[config.mk]
export PLATFORM = sky130hd
export DESIGN_NAME = shift_pipe
export DESIGN_NICKNAME = d
export VERILOG_FILES = /design/src/rtl/shift_pipe.sv
export SDC_FILE = /design/constraint.sdc
export NUM_CORES = 1
export LEC_CHECK = 0
export BUFFER_PORTS_ARGS = -buffer_cell sky130_fd_sc_hd__buf_2
export CAP_MARGIN = 20
export CORE_MARGIN = 3
export CORE_UTILIZATION = 25
export DETAILED_ROUTE_END_ITERATION = 8
export HOLD_SLACK_MARGIN = 0.02
export MAX_ROUTING_LAYER = met4
export PLACE_DENSITY_LB_ADDON = 0.2
export SYNTH_ARGS = -nofsm -noshare
export SYNTH_HDL_FRONTEND = slang
export SYNTH_SLANG_ARGS = --single-unit
[constraint.sdc]
create_clock -name clk -period 1.8 [get_ports clk]
set_clock_uncertainty 0.2 [all_clocks]
set_input_delay 0.18 -clock clk [delete_from_list [all_inputs] [get_ports clk]]
set_output_delay 0.18 -clock clk [all_outputs]
set_load 0.01 [all_outputs]
[src/rtl/shift_pipe.sv]
`default_nettype none
// ============================================================================
// shift_pipe : pipelined log2(WIDTH)-level barrel shifter/rotator with
//              valid/ready handshake (ROL, SLL, ROR, SRA).
// Revision   : 1.0
// ============================================================================
module shift_pipe #(
   parameter int WIDTH = 16,
   parameter int CNT_W = $clog2(WIDTH)
) (
   input  logic             clk,
   input  logic             rst,
   input  logic [WIDTH-1:0] In,
   input  logic [CNT_W-1:0] Cnt,
   input  logic [1:0]       Op,
   input  logic             in_valid,
   output logic             in_ready,
   output logic [WIDTH-1:0] Out,
   output logic             out_valid,
   input  logic             out_ready
);

   localparam logic [1:0] OP_ROL = 2'b00;
   localparam logic [1:0] OP_SLL = 2'b01;
   localparam logic [1:0] OP_ROR = 2'b10;

   if (WIDTH < 4 || (WIDTH & (WIDTH - 1)) != 0 || CNT_W != $clog2(WIDTH)) begin : g_bad_width
      $error("shift_pipe: WIDTH must be a power of two >= 4 and CNT_W must be $clog2(WIDTH)");
   end

   function automatic logic [WIDTH-1:0] shift_level(input logic [WIDTH-1:0] d,
                                                    input logic [1:0]       op,
                                                    input int               s);
      logic [WIDTH-1:0] r;
      case (op)
         OP_ROL:  r = (d << s) | (d >> (WIDTH - s));
         OP_SLL:  r = d << s;
         OP_ROR:  r = (d >> s) | (d << (WIDTH - s));
         default: r = $unsigned($signed(d) >>> s);
      endcase
      return r;
   endfunction

   logic [CNT_W-1:0] vld;
   logic [CNT_W-1:0] adv;
   logic [WIDTH-1:0] stg_data [CNT_W];
   logic [CNT_W-1:0] stg_cnt  [CNT_W];
   logic [1:0]       stg_op   [CNT_W];

   // A stage may load when it is empty or its successor is moving on this cycle.
   always_comb begin
      adv            = '0;
      adv[CNT_W-1]   = !vld[CNT_W-1] | out_ready;
      for (int i = CNT_W - 2; i >= 0; i--) begin
         adv[i] = !vld[i] | adv[i+1];
      end
   end

   assign in_ready  = adv[0] & !rst;
   assign Out       = stg_data[CNT_W-1];
   assign out_valid = vld[CNT_W-1];

   for (genvar i = 0; i < CNT_W; i++) begin : g_stage
      localparam int SH = 1 << i;

      logic [WIDTH-1:0] src_data;
      logic [CNT_W-1:0] src_cnt;
      logic [1:0]       src_op;
      logic             src_vld;
      logic [WIDTH-1:0] data_q;
      logic [CNT_W-1:0] cnt_q;
      logic [1:0]       op_q;
      logic             vld_q;

      if (i == 0) begin : g_head
         assign src_data = In;
         assign src_cnt  = Cnt;
         assign src_op   = Op;
         assign src_vld  = in_valid;
      end else begin : g_body
         assign src_data = stg_data[i-1];
         assign src_cnt  = stg_cnt[i-1];
         assign src_op   = stg_op[i-1];
         assign src_vld  = vld[i-1];
      end

      always_ff @(posedge clk) begin
         if (rst) begin
            vld_q  <= 1'b0;
            data_q <= '0;
            cnt_q  <= '0;
            op_q   <= '0;
         end else if (adv[i]) begin
            vld_q  <= src_vld;
            data_q <= src_cnt[i] ? shift_level(src_data, src_op, SH) : src_data;
            cnt_q  <= src_cnt;
            op_q   <= src_op;
         end
      end

      assign vld[i]      = vld_q;
      assign stg_data[i] = data_q;
      assign stg_cnt[i]  = cnt_q;
      assign stg_op[i]   = op_q;
   end

endmodule
`default_nettype wire

==> flow_metrics.py <==
metrics = {
    "power": {
        "clkPwrFrac_pct": 43.1,
        "total_power_uw": 4440,
        "switching_share_pct": 24.6,
        "p_leak_uw": 0.00198,
        "pwr_density_cell_nw_per_um2": 873,
        "power.internal_uw": 3350,
        "max-vdd-ir-drop_mv": 0.459,
        "p_switching_uw": 1090,
        "p_comb_share_pct": 12.3,
        "power_frac_seq_pct": 44.7,
    },
    "critical_path": {
        "crit_type": "reg -> out",
        "r2r_start": "g_stage[2].vld_q",
        "slowest_stage": "dfxtp_2",
        "crit_path_end_kind": "output pin",
        "critical-path-top-delay-family": "flip-flops",
        "slowest_delay_ns": 0.35,
        "rr_worst_depth": 6,
        "cp_cell_sequence": "and4b_2 -> buf_12 -> a21oi_4 -> buf_6",
        "r2r_setup_slack_ns": 0.14,
        "cp.arrival_ns": 1.37,
        "critPathMaxFanout": 17,
        "reg2reg_to": "g_stage[1].data_q[0]",
        "critical_path_buf_inv_count": 2,
        "start_kind": "flip-flop",
        "cp.required_ns": 1.42,
    },
    "drt": {
        "drc_errors": 0,
        "wirelength_mm": 11.1,
        "via_per_inst": 4.95,
        "antenna_left": 0,
        "drt-initial-drc-count": 206,
        "drt_pass1_iterations": 4,
        "num_vias": 3778,
        "wl_per_cell_um": 14.6,
    },
    "yosys": {
        "netlist.area_leader.share_pct": 38.4,
        "synth_xor_area_share_pct": 0,
        "ys_seq_area_share_pct": 38.4,
        "ys_types": 37,
        "synthAdderAreaFrac_pct": 0,
        "synth_area_leaders": "dfxtp_1 38%, mux2i_1 8.9%, a21oi_1 6.7%, nor2_1 6.1%, a211o_1 5.0%",
        "syn-cell-area_um2": 4170,
        "ys.flop_type": "dfxtp_1",
        "synth-async-reset-ratio_pct": 0,
        "postSynthCellCount": 507,
        "syn_nets": 533,
        "synth-edff-count": 0,
        "synth_top_family_by_area": "compound AO/OA/AOI/OAI gates",
        "synthMuxAreaShare_pct": 8.88,
        "yosysWarnings": 0,
        "ys_ff_latch": 80,
        "synth_area_leader_cell": "dfxtp_1",
        "synth_compound_area_share_pct": 24.8,
        "synthSimpleGateAreaFrac_pct": 21.7,
        "synth_area_per_cell_um2": 8.23,
    },
    "global_routing": {
        "grt_usage_pct": 13.0,
        "grt_pass1_wl_mm": 18.5,
        "grt_max_degree": 57,
        "antenna_found_initial": 0,
        "first_global_vias": 3613,
        "grt.overflow.total": 0,
    },
    "timing": {
        "period_needed_ns": 1.75,
        "final_hold_viol_count": 0,
        "worst_pin_slew_ns": 0.666,
        "max_freq_mhz": 571,
        "drv_slew": 0,
        "period_share_pct": 97.4,
        "setup_violations": 0,
        "slew_headroom_pct": 55.6,
        "rsz0062_at_grt": "yes",
        "setup_slack_ns": 0.0476,
    },
    "final_layout": {
        "diodes": 0,
        "register_area_um2": 1600,
        "stdcell_count": 763,
        "layout_common_cells": "78 x dfxtp_1, 68 x nor2_1, 55 x a21oi_1, 45 x nand2_1, 42 x buf_2",
        "n_fill_cell": 1728,
        "syn_to_final_growth_pct": 22.0,
        "post_route_cells_drive_above_1_share_pct": 16.8,
        "multi_input_area_um2": 2320,
        "layout_commonest_cell": "dfxtp_1",
        "fin_nets": 569,
    },
    "floorplanning": {
        "coreArea_um2": 16100,
        "io_pins": 44,
        "fp.dieW_um": 135,
        "design.die.area_um2": 18300,
        "initial_core_util_pct": 25.9,
        "fp-row-count": 46,
        "die_y_um": 135,
    },
    "clocking": {
        "root_buffer": "clkbuf_16",
        "clock-sinks": 80,
        "numCtsBuffers": 9,
        "cts_tree": "built",
        "insertion_delay_ns": 0.34,
        "htreeDepth": 3,
        "clkTransAtPathRegs_ns": 0.06,
        "clock_path_buffers": 2,
    },
    "placement": {
        "placed_cells": 740,
        "dpl.hpwl_mm": 7.90,
        "place.gp.congestion": 0.825,
        "pre_cts_slack_ns": 0.163,
        "port_buffers": 43,
    },
    "hold_path": {
        "holdPathEnd": "g_stage[0].data_q[4]",
        "hold_depth": 4,
        "min_path_type": "in -> reg",
        "worstHoldStart": "In[4]",
    },
    "flow_run": {
        "drv_cap": 0,
    },
    "outcome": {
        "status": "completed",
    },
}
## state kept, by name, indices dropped and copies added, names as in the netlist
register,cells
g_stage.data_q,48
g_stage.vld_q,3
out_valid,1
g_stage.cnt_q,6
Out,16
g_stage.op_q,6
## cell usage after synthesis, types with 2 or more instances
master    instances
buf_6             4
a211oi_1          2
nand3_1          27
buf_4             2
nor3_1            9
a21o_1            4
inv_1             3
nor2b_1          11
a31oi_1           2
nand3b_1          2
a21boi_0          4
or3b_2            3
o21ai_0          11
a311oi_1         21
a221o_1          14
or3b_1            4
nand2_1          45
buf_2            20
nor2_1           68
a21oi_1          56
a211o_1          24
a311o_1           2
mux2i_1          37
a21bo_2           2
dfxtp_1          80
clkbuf_1         23
and3b_1           4
nand2b_1         14
## timing repair
item | CTS | global route
gates resized for setup | 2 | 4
hold buffers | 6 | 0
endpoints found under the hold margin | 6 | 0
endpoints found under the setup margin | 1 | 5
setup buffers | 1 | 0
pin swaps | 1 | 1
cloned | 1 | 0
## per-layer routing
layer | track usage, % | routed length [µm]
met1 | 16.6 | 5410
met3 | 3.53 | 483
met2 | 19.8 | 4960
met5 | - | 0
met4 | 4.82 | 250
## kinds of logic (layout without fill, tap and decap cells)
group	count (synthesis)	count (layout)
simple gates	191	191
flops	80	80
compound gates	146	146
buf+inv	53	93
mux	37	37
## power groups by stage
| stage | registers, µW | logic (µW) | clock network (µW) |
|---|---|---|---|
| floorplan | 1990 | 371 | 0 |
| global placement | 2020 | 523 | 0 |
| detailed placement | 2030 | 532 | 0 |
| CTS | 1990 | 547 | 1980 |
| global route | 2000 | 609 | 2070 |
| finish | 1990 | 545 | 1910 |
## cell type report
type | count | area share (%)
multi-input combinational | 374 | 45.6
sequential | 80 | 31.5
timing repair buffer | 75 | 11.4
tap | 216 | 5.31
clock buffer | 11 | 4.57
clock inverter | 4 | 1.38
inverter | 3 | 0.221
## through the flow
stage          utilization [%]  hold slack, ns  area, µm²   TNS, ns
6_report                  31.6          0.0593       5090         0
5_1_grt                   31.6          0.0670       5090  -0.00545
4_1_cts                   31.5          0.0417       5070         0
3_5_place_dp              28.9           0.206       4660         0
3_3_place_gp              28.9           0.194       4660         0
2_1_floorplan                -          0.0974       4170         0
## worst min-delay path, delay by kind of cell
family	cells	cell delay, ns
buffers and inverters	1	0.12
AND/OR/NAND/NOR	1	0.08
AO/OA/AOI/OAI	2	0.17
## how the worst max path moves through the flow
stage,startpoint,end,cells after the start
after floorplan,out_valid,g_stage[1].data_q[10],5
after global placement,out_valid,g_stage[0].data_q[9],4
after detailed placement,out_valid,g_stage[1].data_q[0],5
after CTS,g_stage[1].vld_q,in_ready,4
after global routing,out_valid,in_ready,4
final,out_valid,in_ready,4
Note: power is estimated with default switching activity, not from simulation.
